--- src/rtl/ydevice_pkg.sv ---
// rtl/ydevice_pkg.sv - state encoding and LFSR constants shared by ydevice_rx and ydevice_seqchk
package ydevice_pkg;

  typedef enum logic [1:0] {
    IDLE = 2'd0,
    ACK  = 2'd1,
    GAP  = 2'd2
  } state_t;

  localparam logic [15:0] LFSR_SEED = 16'hACE1;
  // Taps 16,14,13,11 expressed as bit positions of a right-shifting register.
  localparam logic [15:0] LFSR_TAPS = 16'h002D;

  function automatic logic [15:0] lfsr_next(input logic [15:0] s);
    return {^(s & LFSR_TAPS), s[15:1]};
  endfunction

endpackage

--- src/rtl/ydevice_seqchk.sv ---
// rtl/ydevice_seqchk.sv - incrementing-sequence checker with saturating error count and sticky flag
module ydevice_seqchk
  import ydevice_pkg::*;
#(
  parameter int DW        = 4,
  parameter int CW        = 8,
  parameter bit SEQ_CHECK = 1'b1
) (
  input  logic          clk_i,
  input  logic          rst_i,
  input  logic          cap,
  input  logic [DW-1:0] dat,
  output logic [CW-1:0] err_cnt,
  output logic          err_flag
);

  logic [DW-1:0] exp_dat;
  logic          seq_valid;

  // exp_dat is always reloaded from the captured word, so one bad word costs one error.
  always_ff @(posedge clk_i) begin
    if (rst_i) begin
      exp_dat   <= '0;
      seq_valid <= 1'b0;
      err_cnt   <= '0;
      err_flag  <= 1'b0;
    end else if (cap) begin
      exp_dat   <= dat + 1'b1;
      seq_valid <= 1'b1;
      if (SEQ_CHECK && seq_valid && (dat != exp_dat)) begin
        if (err_cnt != '1) err_cnt <= err_cnt + 1'b1;
        err_flag <= 1'b1;
      end
    end
  end

endmodule

--- src/rtl/ydevice_rx.sv ---
// rtl/ydevice_rx.sv - dummy Y-port receiver: ack pulse, capture, counters; YDEVICE_RX_RANDOM_STALL_EN adds LFSR stalls
module ydevice_rx
  import ydevice_pkg::*;
#(
  parameter int DW        = 4,
  parameter int CW        = 8,
  parameter bit SEQ_CHECK = 1'b1
) (
  input  logic          clk_i,
  input  logic          rst_i,
  input  logic          validrx,
  input  logic [DW-1:0] dat_o,
  output logic          ackrx,
  input  logic          hold_i,
  output logic [DW-1:0] last_dat,
  output logic [CW-1:0] rx_cnt,
  output logic [CW-1:0] err_cnt,
  output logic          err_flag
);

  state_t state, state_nxt;
  logic   cap;
  logic   stall;

`ifdef YDEVICE_RX_RANDOM_STALL_EN
  logic [15:0] lfsr;

  always_ff @(posedge clk_i) begin
    if (rst_i) lfsr <= LFSR_SEED;
    else       lfsr <= lfsr_next(lfsr);
  end

  assign stall = (lfsr[1:0] == 2'b00);
`else
  assign stall = 1'b0;
`endif

  // ACK and GAP ignore validrx/hold_i so a started pulse always completes.
  always_comb begin
    state_nxt = state;
    cap       = 1'b0;
    case (state)
      IDLE: begin
        if (validrx && !hold_i && !stall) begin
          cap       = 1'b1;
          state_nxt = ACK;
        end
      end
      ACK:     state_nxt = GAP;
      GAP:     state_nxt = IDLE;
      default: state_nxt = IDLE;
    endcase
  end

  always_ff @(posedge clk_i) begin
    if (rst_i) begin
      state    <= IDLE;
      ackrx    <= 1'b0;
      last_dat <= '0;
      rx_cnt   <= '0;
    end else begin
      state <= state_nxt;
      ackrx <= cap;
      if (cap) begin
        last_dat <= dat_o;
        if (rx_cnt != '1) rx_cnt <= rx_cnt + 1'b1;
      end
    end
  end

  ydevice_seqchk #(
    .DW       (DW),
    .CW       (CW),
    .SEQ_CHECK(SEQ_CHECK)
  ) u_seqchk (
    .clk_i   (clk_i),
    .rst_i   (rst_i),
    .cap     (cap),
    .dat     (dat_o),
    .err_cnt (err_cnt),
    .err_flag(err_flag)
  );

endmodule

--- config.mk ---
export PLATFORM = sky130hd
export DESIGN_NAME = ydevice_rx
export DESIGN_NICKNAME = d
export VERILOG_FILES = /design/src/rtl/ydevice_pkg.sv /design/src/rtl/ydevice_seqchk.sv /design/src/rtl/ydevice_rx.sv
export SDC_FILE = /design/constraint.sdc
export NUM_CORES = 1
export LEC_CHECK = 0
export ABC_AREA = 0
export BUFFER_PORTS_ARGS = -buffer_cell sky130_fd_sc_hd__buf_2
export CAP_MARGIN = 20
export CORE_MARGIN = 2
export CORE_UTILIZATION = 40
export DETAILED_ROUTE_END_ITERATION = 10
export PLACE_DENSITY = 0.72
export SYNTH_ARGS = -nofsm -noshare
export SYNTH_HDL_FRONTEND = slang
export SYNTH_HIERARCHICAL = 1
export SYNTH_SLANG_ARGS = --single-unit
--- constraint.sdc ---
create_clock -name clk_i -period 2.7 [get_ports clk_i]
set_input_delay 0.27 -clock clk_i [delete_from_list [all_inputs] [get_ports clk_i]]
set_output_delay 0.27 -clock clk_i [all_outputs]
set_load 0.005 [all_outputs]
==> results.md, run 1 <==
* Status: complete, no violations
* Worst endpoint required time at a little under 3000 ps
* Total power draw at approximately 0.77 mW
* Vias/cell at approximately 5.4
* # clock sinks at 29
* # diodes at 0
* Initial Util at 0.414
* DRT Pass-1 Iters at 4
* Int Pwr at between 0.5 and 0.6 mW
* Synth Flop Type: dfxtp_1
* Layout Cells excl Fill at between 200 and 250
* Hold crit path type: input port to flip-flop
* Final WL at 2930 um
* P&R area growth vs syn at 15.0%
* Nets at 185
* Dpl ws at approximately 550 ps
* Final ANT Viol Nets at 0
* Pwr Density at between 400 and 500 nW/um^2
* Critical Path End Type: flip-flop
* Sw Ratio at 0.264
* CP max FO at 12
* Vias in the first global route at between 1,000 and 1,500
* Initial antenna violation count at 0
* Rel. slew slack at 0.384
* FF-to-FF path depth at 6
* Rows at 21
* Share of Yosys cell area claimed by the top area cell type at 0.421
* Die width at ~63 um
* Total grt overflow at 0
* Sequential share of power at 0.584
* Crit path max-delay family: simple AND/OR/NAND/NOR gates
* Synth Warn # at 6
* Ports at 30
* Fin crit share at 0.804
* Netlist cell types at 47
* Setup violations, final at 0
* Arrival @ worst endpoint at about 2400 ps
* Top cells by area, synth: dfxtp_1 42%, a21oi_1 4.4%, nor2_1 3.8%, a211oi_1 3.3%, ha_1 2.7%
* Hold Crit Depth at 2
* RSZ-0062 raised after global routing: no
* Global-route wire length before repair at about 5200 um
* Post-CTS sizing at 0
* Final cell utilization of the core at 0.475
* Crit path largest cell delay at 630 ps
* Area of the multi-input gates at ~730 sq um
* # hold bufs at CTS at 0
* Clock tree buffer depth at 2
* Sequential cell area fraction in the yosys report at 0.421
* Core area at between 3000 and 4000 sq um
* Pin count of the biggest net entering global routing at 34
* Fin crit period at between 2000 and 2500 ps
* CTS Buf Count at 5
* CP Launch Type: flip-flop
* Final setup margin at 530 ps
* Cell Area, Synth at between 1000 and 1500 sq um
* Worst Path Buf+Inv at 1
* Vias at ~1,200
* Clock network power share at 0.326
* Die Ht at roughly 63 um
* Fill count at around 320
* Clock Tree Root: clkbuf_4
* Combinational Power Share at 0.090
* CTS tree: built
* First DRT Iteration DRCs at 86
* Syn_area_per_cell at 9.52 sq um
* Slowest-stage cell, CP: or4b_4
* Net Count, Synth at approximately 160
* Placed instance count at 213
* Worst-Margin Slew at 914 ps
* Setup bufs post-CTS at 0
* Final-report max-slew violation count at 0
* Post-route setup TNS at 0 ps
* # port buffers at 29
* Post-synth EDFFs at 0
* Final Wtd Congestion at about 0.80
* DRC errors left at 0
* Worst skew pair latency at ~320 ps
* Most frequent cells in the layout: 29 x dfxtp_1, 29 x buf_2, 14 x nor2_1, 12 x a21oi_1, 10 x nand2_1
* Hpwl dp at roughly 2000 um
* Fin area at ~1600 sq um
* Post-Syn Instances at about 150
* Register area at roughly 580 sq um
* Max Fclk at 461 MHz
* P_leak at approximately 0.64 nW
* Post-synthesis register bit count at 29
* Max Clock Skew at approximately 4.8 ps
* Worst path depth at 6
* CP cell instances: or4b_4, inv_2, and2_1, o41ai_2, or4_1, a21oi_1
* H-tree Lvls at 2
* Die footprint at ~4000 sq um
* Clock slew at reported path FFs at approximately 100 ps
* Dpl cell area at 1530 sq um
* Max cap viols at 0
* Share of cells above drive strength 1 at 0.269
* WS Path Type: flip-flop to flip-flop
* Hold Fails Final Rpt at 0
* Switching pwr at between 0.2 and 0.25 mW
* Synth area leader: dfxtp_1
* Wire per inst at ~13 um
* GRT Overall Usage at 0.167
* Maximum VDD drop at between 200 and 250 uV
* Hold slack final at between 200 and 250 ps
* Async SR Flop Fraction at 0
==> synthesized netlist by cell type, types with 2 or more instances <==
cell / count
dfxtp_1: 29
nor2_1: 14
a21oi_1: 12
nand2_1: 10
a211oi_1: 6
nand3_1: 5
nor2b_1: 4
xor2_1: 4
and2_1: 3
and4_1: 3
clkbuf_1: 3
ha_1: 3
o31ai_1: 3
or4_1: 3
a311oi_1: 2
a31oi_1: 2
buf_6: 2
mux2_1: 2
mux2i_1: 2
nand2b_1: 2
nand4_1: 2
nor4_1: 2
o21ai_0: 2
or3_1: 2
==> layer usage <==
metal	share of wire	track usage	vias up
met5	0	0	-
met4	0.0096	0.0667	0
met3	0.050	0.0577	2
met2	0.49	0.284	35
met1	0.45	0.192	557
li1	-	-	596
==> power by group through the flow <==
stage               combinational, mW  sequential (mW)  clock, mW
floorplan                      0.0499            0.458          0
global placement               0.0662            0.458          0
detailed placement             0.0692            0.459          0
CTS                            0.0694            0.449      0.266
global route                   0.0785            0.451      0.292
finish                         0.0690            0.449      0.251
==> worst paths after layout <==
path,to,slack (ps),from
worst max-delay path,u_seqchk/err_cnt[3],530,state[0]
worst max register to register,u_seqchk/err_cnt[3],530,state[0]
worst min-delay path,u_seqchk/exp_dat[0],220,dat_o[0]
worst min register to register,state[1],430,state[1]
==> logic make-up (layout without fill, tap and decap cells) <==
| kind of cell | Yosys count | count (layout) | share of synthesized area |
|---|---|---|---|
| xor+xnor | 6 | 6 | 0.0435 |
| flops | 29 | 29 | 0.421 |
| mux | 5 | 5 | 0.0390 |
| fa+ha+maj | 3 | 3 | 0.0272 |
| compound gates | 35 | 35 | 0.192 |
| simple gates | 57 | 57 | 0.229 |
| buf+inv | 10 | 40 | 0.0480 |
==> layout make-up <==
class,count,area share
multi-input cells,106,0.462
flip-flops and latches,29,0.366
repair buffers,30,0.0962
clock buffers,5,0.0237
clock inverters,3,0.0110
well taps,46,0.0363
inverters,2,0.00473
==> flip-flops by register name (all words and copies together), names as in the netlist <==
register and cells:
u_seqchk/seq_valid 1, u_seqchk/err_flag 1, last_dat 4, ackrx 1
u_seqchk/err_cnt 8, u_seqchk/exp_dat 4, state 2, rx_cnt 8
Note: power is estimated with default switching activity, not from simulation.
==> inputs of run 2 (changes only) <==
==> constraint.sdc (replaced) <==
create_clock -name clk_i -period 2.1 [get_ports clk_i]
set_input_delay 0.21 -clock clk_i [delete_from_list [all_inputs] [get_ports clk_i]]
set_output_delay 0.21 -clock clk_i [all_outputs]
set_load 0.005 [all_outputs]
==> results.md, run 2 (same netlist as run 1, synthesis figures left out) <==
* Status: complete, no violations
* DRT Pass-1 Iters at 4 (unchanged)
* Vias at 1,179 (-0.92%)
* Arrival @ worst endpoint at 2240 ps (-170 ps)
* Hold crit path type: input port to flip-flop
* Final ANT Viol Nets at 0 (unchanged)
* Final WL at 2830 um (-3.4%)
* # port buffers at 29 (unchanged)
* # diodes at 0 (unchanged)
* Clock slew at reported path FFs at 100 ps (about the same)
* Share of cells above drive strength 1 at 0.300 (+0.0314)
* Fill count at 332 (+2.8%)
* Layout Cells excl Fill at 226 (+2.3%)
* Hpwl dp at 2010 um (+0.25%)
* Max cap viols at 0 (unchanged)
* P_leak at 0.660 nW (+3.8%)
* # clock sinks at 29 (unchanged)
* Clock tree buffer depth at 2 (unchanged)
* Vias in the first global route at 1,120 (+0.36%)
* Rows at 21 (unchanged)
* Clock Tree Root: clkbuf_4
* Die width at 62.7 um (unchanged)
* Rel. slew slack at 0.619 (+0.235)
* Nets at 190 (+2.7%)
* GRT Overall Usage at 0.154 (-0.0131)
* Biggest regs: rx_cnt (8), u_seqchk/err_cnt (8)
* Total grt overflow at 0 (unchanged)
* Max Fclk at 493 MHz (+7.0%)
* Pwr Density at 605 nW/um^2 (+25%)
* Core area at 3340 sq um (unchanged)
* Dpl cell area at 1550 sq um (+1.1%)
* Pin count of the biggest net entering global routing at 34 (unchanged)
* Wire per inst at 12.5 um (-5.5%)
* Final Wtd Congestion at 0.793 (-0.45%)
* Die footprint at 3940 sq um (unchanged)
* CTS tree: built
* Setup violations, final at 0 (unchanged)
* Hold Fails Final Rpt at 0 (unchanged)
* Initial Util at 0.414 (unchanged)
* First DRT Iteration DRCs at 68 (-21%)
* Worst skew pair latency at 330 ps (about the same)
* Fin crit share at 0.966 (+0.162)
* WS Path Type: flip-flop to flip-flop
* Ports at 30 (unchanged)
* Max Clock Skew at 13.2 ps (+8.39 ps)
* Fin area at 1640 sq um (+3.6%)
* Worst-Margin Slew at 571 ps (-342 ps)
* Global-route wire length before repair at 4840 um (-7.4%)
* DRC errors left at 0 (unchanged)
* Placed instance count at 214 (+0.47%)
* Worst endpoint required time at 2310 ps (-640 ps)
* Initial antenna violation count at 0 (unchanged)
* Most frequent cells in the layout: 29 x dfxtp_1, 29 x buf_2, 14 x nor2_1, 12 x a21oi_1, 10 x nand2_1
* Fin crit period at 2030 ps (-141 ps)
* Maximum VDD drop at 273 uV (+18%)
* Vias/cell at 5.22 (-3.1%)
* Die Ht at 62.7 um (unchanged)
* Final-report max-slew violation count at 0 (unchanged)
* CP max FO at 9 (-3)
* Critical Path End Type: flip-flop
* P&R area growth vs syn at 19.1%
* H-tree Lvls at 2 (unchanged)
* CP Launch Type: flip-flop
* CTS Buf Count at 5 (unchanged)
==> run 2: changes by cell type in the layout (fill, tap and decap cells not counted) <==
| cell | before | now |
|---|---|---|
| nor4_2 | 0 | 1 |
| and2_4 | 0 | 1 |
| buf_4 | 1 | 6 |
| o41ai_2 | 1 | 0 |
| o41ai_4 | 0 | 1 |
| and2_1 | 3 | 2 |
| nor4_1 | 2 | 1 |
==> run 2: power breakdown <==
part	internal, mW	switching [mW]	total [mW]
Sequential	0.566	0.0115	0.577
Clock	0.126	0.195	0.321
Combinational	0.0404	0.0571	0.0974
Total	0.732	0.263	0.995
==> run 2: what timing repair did <==
action                                  CTS  global route
hold buffers                              0             0
resized for setup                         0             1
buffers inserted                          0             4
endpoints found under the setup margin    0             1
endpoints found under the hold margin     0             0
==> run 2: worst paths after layout <==
check             startpoint  depth (start not counted)  slack (ps)             endpoint
setup / recovery    state[0]                          6          70  u_seqchk/err_cnt[5]
hold reg to reg     state[1]                          1         430             state[1]
hold / removal      dat_o[0]                          2         160  u_seqchk/exp_dat[0]
setup reg to reg    state[0]                          6          70  u_seqchk/err_cnt[5]
==> run 2: per-layer routing <==
metal / track usage / share of wire / vias up
li1: - / - / 597
met1: 0.167 / 0.42 / 555
met2: 0.277 / 0.53 / 21
met3: 0.0378 / 0.037 / 6
met4: 0.0750 / 0.014 / 0
met5: 0 / 0 / -
==> run 2: layout make-up <==
cell class / count / area (sq um) / area share
multi-input cells: 106 / 753 / 0.458
flip-flops and latches: 29 / 581 / 0.353
repair buffers: 35 / 190 / 0.116
well taps: 46 / 57.6 / 0.0350
clock buffers: 5 / 37.5 / 0.0228
clock inverters: 3 / 17.5 / 0.0107
inverters: 2 / 7.51 / 0.00457
==> run 2: worst max-delay path, stage by stage, from the launching register on <==
cell and delay (ps):
dfxtp_1 320, or4b_4 540, inv_2 70, and2_4 150, o41ai_4 120, nor4_2 360, mux2_2 370
==> run 2: stage by stage <==
step	power, mW	setup slack, ps	hold WS, ps	TNS, ps	utilization
after floorplan	0.655	-64.8	282	-95.6	-
after global placement	0.677	200	405	0	0.464
after detailed placement	0.681	119	425	0	0.464
after CTS	1.01	95.0	146	0	0.480
after global routing	1.05	-6.33	167	-6.33	0.493
final	0.995	71.6	158	0	0.493
==> inputs of run 3 (changes only) <==
--- a/config.mk
+++ b/config.mk
@@ -5,13 +5,13 @@
 export SDC_FILE = /design/constraint.sdc
 export NUM_CORES = 1
 export LEC_CHECK = 0
-export ABC_AREA = 0
+export ABC_AREA = 1
 export BUFFER_PORTS_ARGS = -buffer_cell sky130_fd_sc_hd__buf_2
 export CAP_MARGIN = 20
 export CORE_MARGIN = 2
 export CORE_UTILIZATION = 40
 export DETAILED_ROUTE_END_ITERATION = 10
-export PLACE_DENSITY = 0.72
+export PLACE_DENSITY = 0.71
 export SYNTH_ARGS = -nofsm -noshare
 export SYNTH_HDL_FRONTEND = slang
 export SYNTH_HIERARCHICAL = 1
==> constraint.sdc (replaced) <==
create_clock -name clk_i -period 2.4 [get_ports clk_i]
set_input_delay 0.24 -clock clk_i [delete_from_list [all_inputs] [get_ports clk_i]]
set_output_delay 0.24 -clock clk_i [all_outputs]
set_load 0.005 [all_outputs]
==> results.md, run 3 <==
* Status: complete, no violations
* Worst r2r src: u_seqchk/err_cnt[0]
* GRT Overall Usage at 0.165 (+0.0114)
* Hold slack final at 237 ps (+79.0 ps)
* Vias at 1,440 (+22%)
* RR Endpoint: u_seqchk/err_cnt[5]
* Commonest non-fill, non-tap cell in the layout: nand2_1
* Rel. slew slack at 0.785 (+0.166)
* CP dominant cell by count: nand2_1
* P&R area growth vs syn at 18.7%
* # clock sinks at 29 (unchanged)
* Fin crit share at 0.571 (-0.395)
* Global-route wire length before repair at 5610 um (+16%)
* Final-report max-slew violation count at 0 (unchanged)
* Area of the multi-input gates at 822 sq um (+9.1%)
* Crit path largest cell delay at 380 ps (-160 ps)
* CP max FO at 7 (-2)
* Cell Area, Synth at 1570 sq um (+14%)
* Worst endpoint required time at 2560 ps (+250 ps)
* R2R Setup Slk at 1030 ps (+960 ps)
* Net Count, Synth at 235 (+51%)
* Hold Crit Depth at 2 (unchanged)
* First DRT Iteration DRCs at 73 (+7.4%)
* Wire per inst at 10.4 um (-17%)
* Nets at 269 (+42%)
* Clock Tree Root: clkbuf_8
* Fin crit period at 1370 ps (-657 ps)
* DRT Pass-1 Iters at 4 (unchanged)
* # diodes at 0 (unchanged)
* CTS Buf Count at 5 (unchanged)
* Post-Syn Instances at 224 (+54%)
* Post-synth EDFFs at 0 (unchanged)
* P_leak at 0.940 nW (+42%)
* Die Ht at 66.6 um (+6.2%)
* Worst-Margin Slew at 322 ps (-249 ps)
* Dpl cell area at 1760 sq um (+14%)
* H-tree Lvls at 2 (unchanged)
* Sequential cell area fraction in the yosys report at 0.370 (-0.0507)
* Placed instance count at 299 (+40%)
* Die width at 66.6 um (+6.2%)
* Layout Cells excl Fill at 307 (+36%)
* Pin count of the biggest net entering global routing at 17 (-50%)
* Count leader, synth: nand2_1
* Dpl ws at 1030 ps (+910 ps)
* Post-route setup TNS at 0 ps (unchanged)
* Final WL at 3190 um (+13%)
* Rows at 22 (+4.8%)
* Register area at 581 sq um (unchanged)
* Hold crit path type: input port to flip-flop
* Final setup margin at 1030 ps (+957 ps)
* Clock tree buffer depth at 2 (unchanged)
* CP cell instances: ha_1, nand2_2, nor2_4, nand2_4, nand2_1, inv_1, nand3_1, nand2_1, nand2_1, nor2_1
* DRC errors left at 0 (unchanged)
* Post-synthesis register bit count at 29 (unchanged)
* # port buffers at 29 (unchanged)
* Max Clock Skew at 6.30 ps (-6.92 ps)
* Syn_area_per_cell at 7.00 sq um (-26%)
* Vias in the first global route at 1,348 (+20%)
* Top cells by area, synth: dfxtp_1 37%, nand2_1 12%, inv_1 7.9%, nor2_1 7.4%, a21oi_1 3.2%
* Initial antenna violation count at 0 (unchanged)
* Synth area leader: dfxtp_1
* Arrival @ worst endpoint at 1530 ps (-710 ps)
* Hpwl dp at 2310 um (+15%)
* Async SR Flop Fraction at 0 (unchanged)
* Maximum VDD drop at 319 uV (+17%)
* Commonest cells post-synth: 49 x nand2_1, 33 x inv_1, 31 x nor2_1
* Share of Yosys cell area claimed by the top area cell type at 0.370 (-0.0507)
* Synth Flop Type: dfxtp_1
* Ports at 30 (unchanged)
* Hold Fails Final Rpt at 0 (unchanged)
* Pwr Density at 562 nW/um^2 (-7.1%)
* Vias/cell at 4.69 (-10%)
* Hold Path End: u_seqchk/exp_dat[0]
* FF-to-FF path depth at 10 (+4)
* Setup violations, final at 0 (unchanged)
* # hold bufs at CTS at 0 (unchanged)
* Netlist cell types at 27 (-43%)
* Core area at 3720 sq um (+11%)
* WS Path Type: flip-flop to flip-flop
* Total grt overflow at 0 (unchanged)
* CTS tree: built
* Critical Path End Type: flip-flop
* Final Wtd Congestion at 0.764 (-3.7%)
* Fill count at 373 (+12%)
* Share of cells above drive strength 1 at 0.263 (-0.0375)
* Biggest regs: rx_cnt (8), u_seqchk/err_cnt (8)
* RSZ-0062 raised after global routing: no
* Worst skew pair latency at 280 ps (-50 ps)
* Setup bufs post-CTS at 0 (unchanged)
* Min-delay src: dat_o[0]
* Max Fclk at 729 MHz (+48%)
* Synth Warn # at 6 (unchanged)
* Die footprint at 4440 sq um (+13%)
* Slowest-stage cell, CP: dfxtp_1
* CP Launch Type: flip-flop
* Fin area at 1860 sq um (+13%)
* Clock slew at reported path FFs at 60 ps (-40 ps)
* Most frequent cells in the layout: 49 x nand2_1, 33 x inv_1, 31 x nor2_1, 29 x dfxtp_1, 29 x buf_2
* Initial Util at 0.422 (+0.00865)
* Post-CTS sizing at 0 (unchanged)
* Final ANT Viol Nets at 0 (unchanged)
* Max cap viols at 0 (unchanged)
[run 3: critical path, delay by kind of cell, from the launching register on]
kind / cells / cell delay [ps]
adders and majority gates: 1 / 220
DFF: 1 / 380
and+or+nand+nor: 8 / 610
buffers and inverters: 1 / 50
[run 3: per-layer routing]
metal  GRT usage  vias to the layer above  wire [um]
met5           0                        -          0
met4      0.0765                        0         63
met3      0.0405                        5        131
met2       0.268                       23       1440
met1       0.205                      648       1550
li1            -                      764          -
[run 3: layout make-up]
cell class                      instances  share of cell area
Sequential cell                        29               0.312
Clock buffer                            7              0.0517
Tap cell                               48              0.0322
Timing Repair Buffer                   29              0.0779
Inverter                               40              0.0826
Clock inverter                          1             0.00269
Multi-Input combinational cell        153               0.441
[run 3: through the flow]
step / power (mW) / util
global route: 1.11 / 0.501
CTS: 1.07 / 0.501
detailed placement: 0.618 / 0.474
finish: 1.05 / 0.501
global placement: 0.616 / 0.474
floorplan: 0.586 / -
[run 3: report_power, final]
group | total, mW | internal, mW | switching [mW]
combinational | 0.0989 | 0.0363 | 0.0626
clock | 0.441 | 0.259 | 0.183
sequential | 0.508 | 0.498 | 0.00981
[run 3: worst max-delay path by stage]
| stage | from | end |
|---|---|---|
| global placement | hold_i | u_seqchk/err_cnt[7] |
| floorplan | u_seqchk/err_cnt[0] | u_seqchk/err_cnt[5] |
| detailed placement | hold_i | u_seqchk/err_cnt[2] |
| finish | u_seqchk/err_cnt[0] | u_seqchk/err_cnt[5] |
| CTS | u_seqchk/err_cnt[0] | u_seqchk/err_cnt[5] |
| global route | u_seqchk/err_cnt[1] | u_seqchk/err_cnt[5] |
[run 3: cell families (layout without fill, tap and decap cells)]
| logic type | count (synthesis) | in the layout | share of synthesized area |
|---|---|---|---|
| simple gates | 119 | 119 | 0.384 |
| buf+inv | 42 | 77 | 0.106 |
| flops | 29 | 29 | 0.370 |
| compound gates | 27 | 27 | 0.0933 |
| xor+xnor | 4 | 4 | 0.0223 |
| fa+ha+maj | 3 | 3 | 0.0239 |
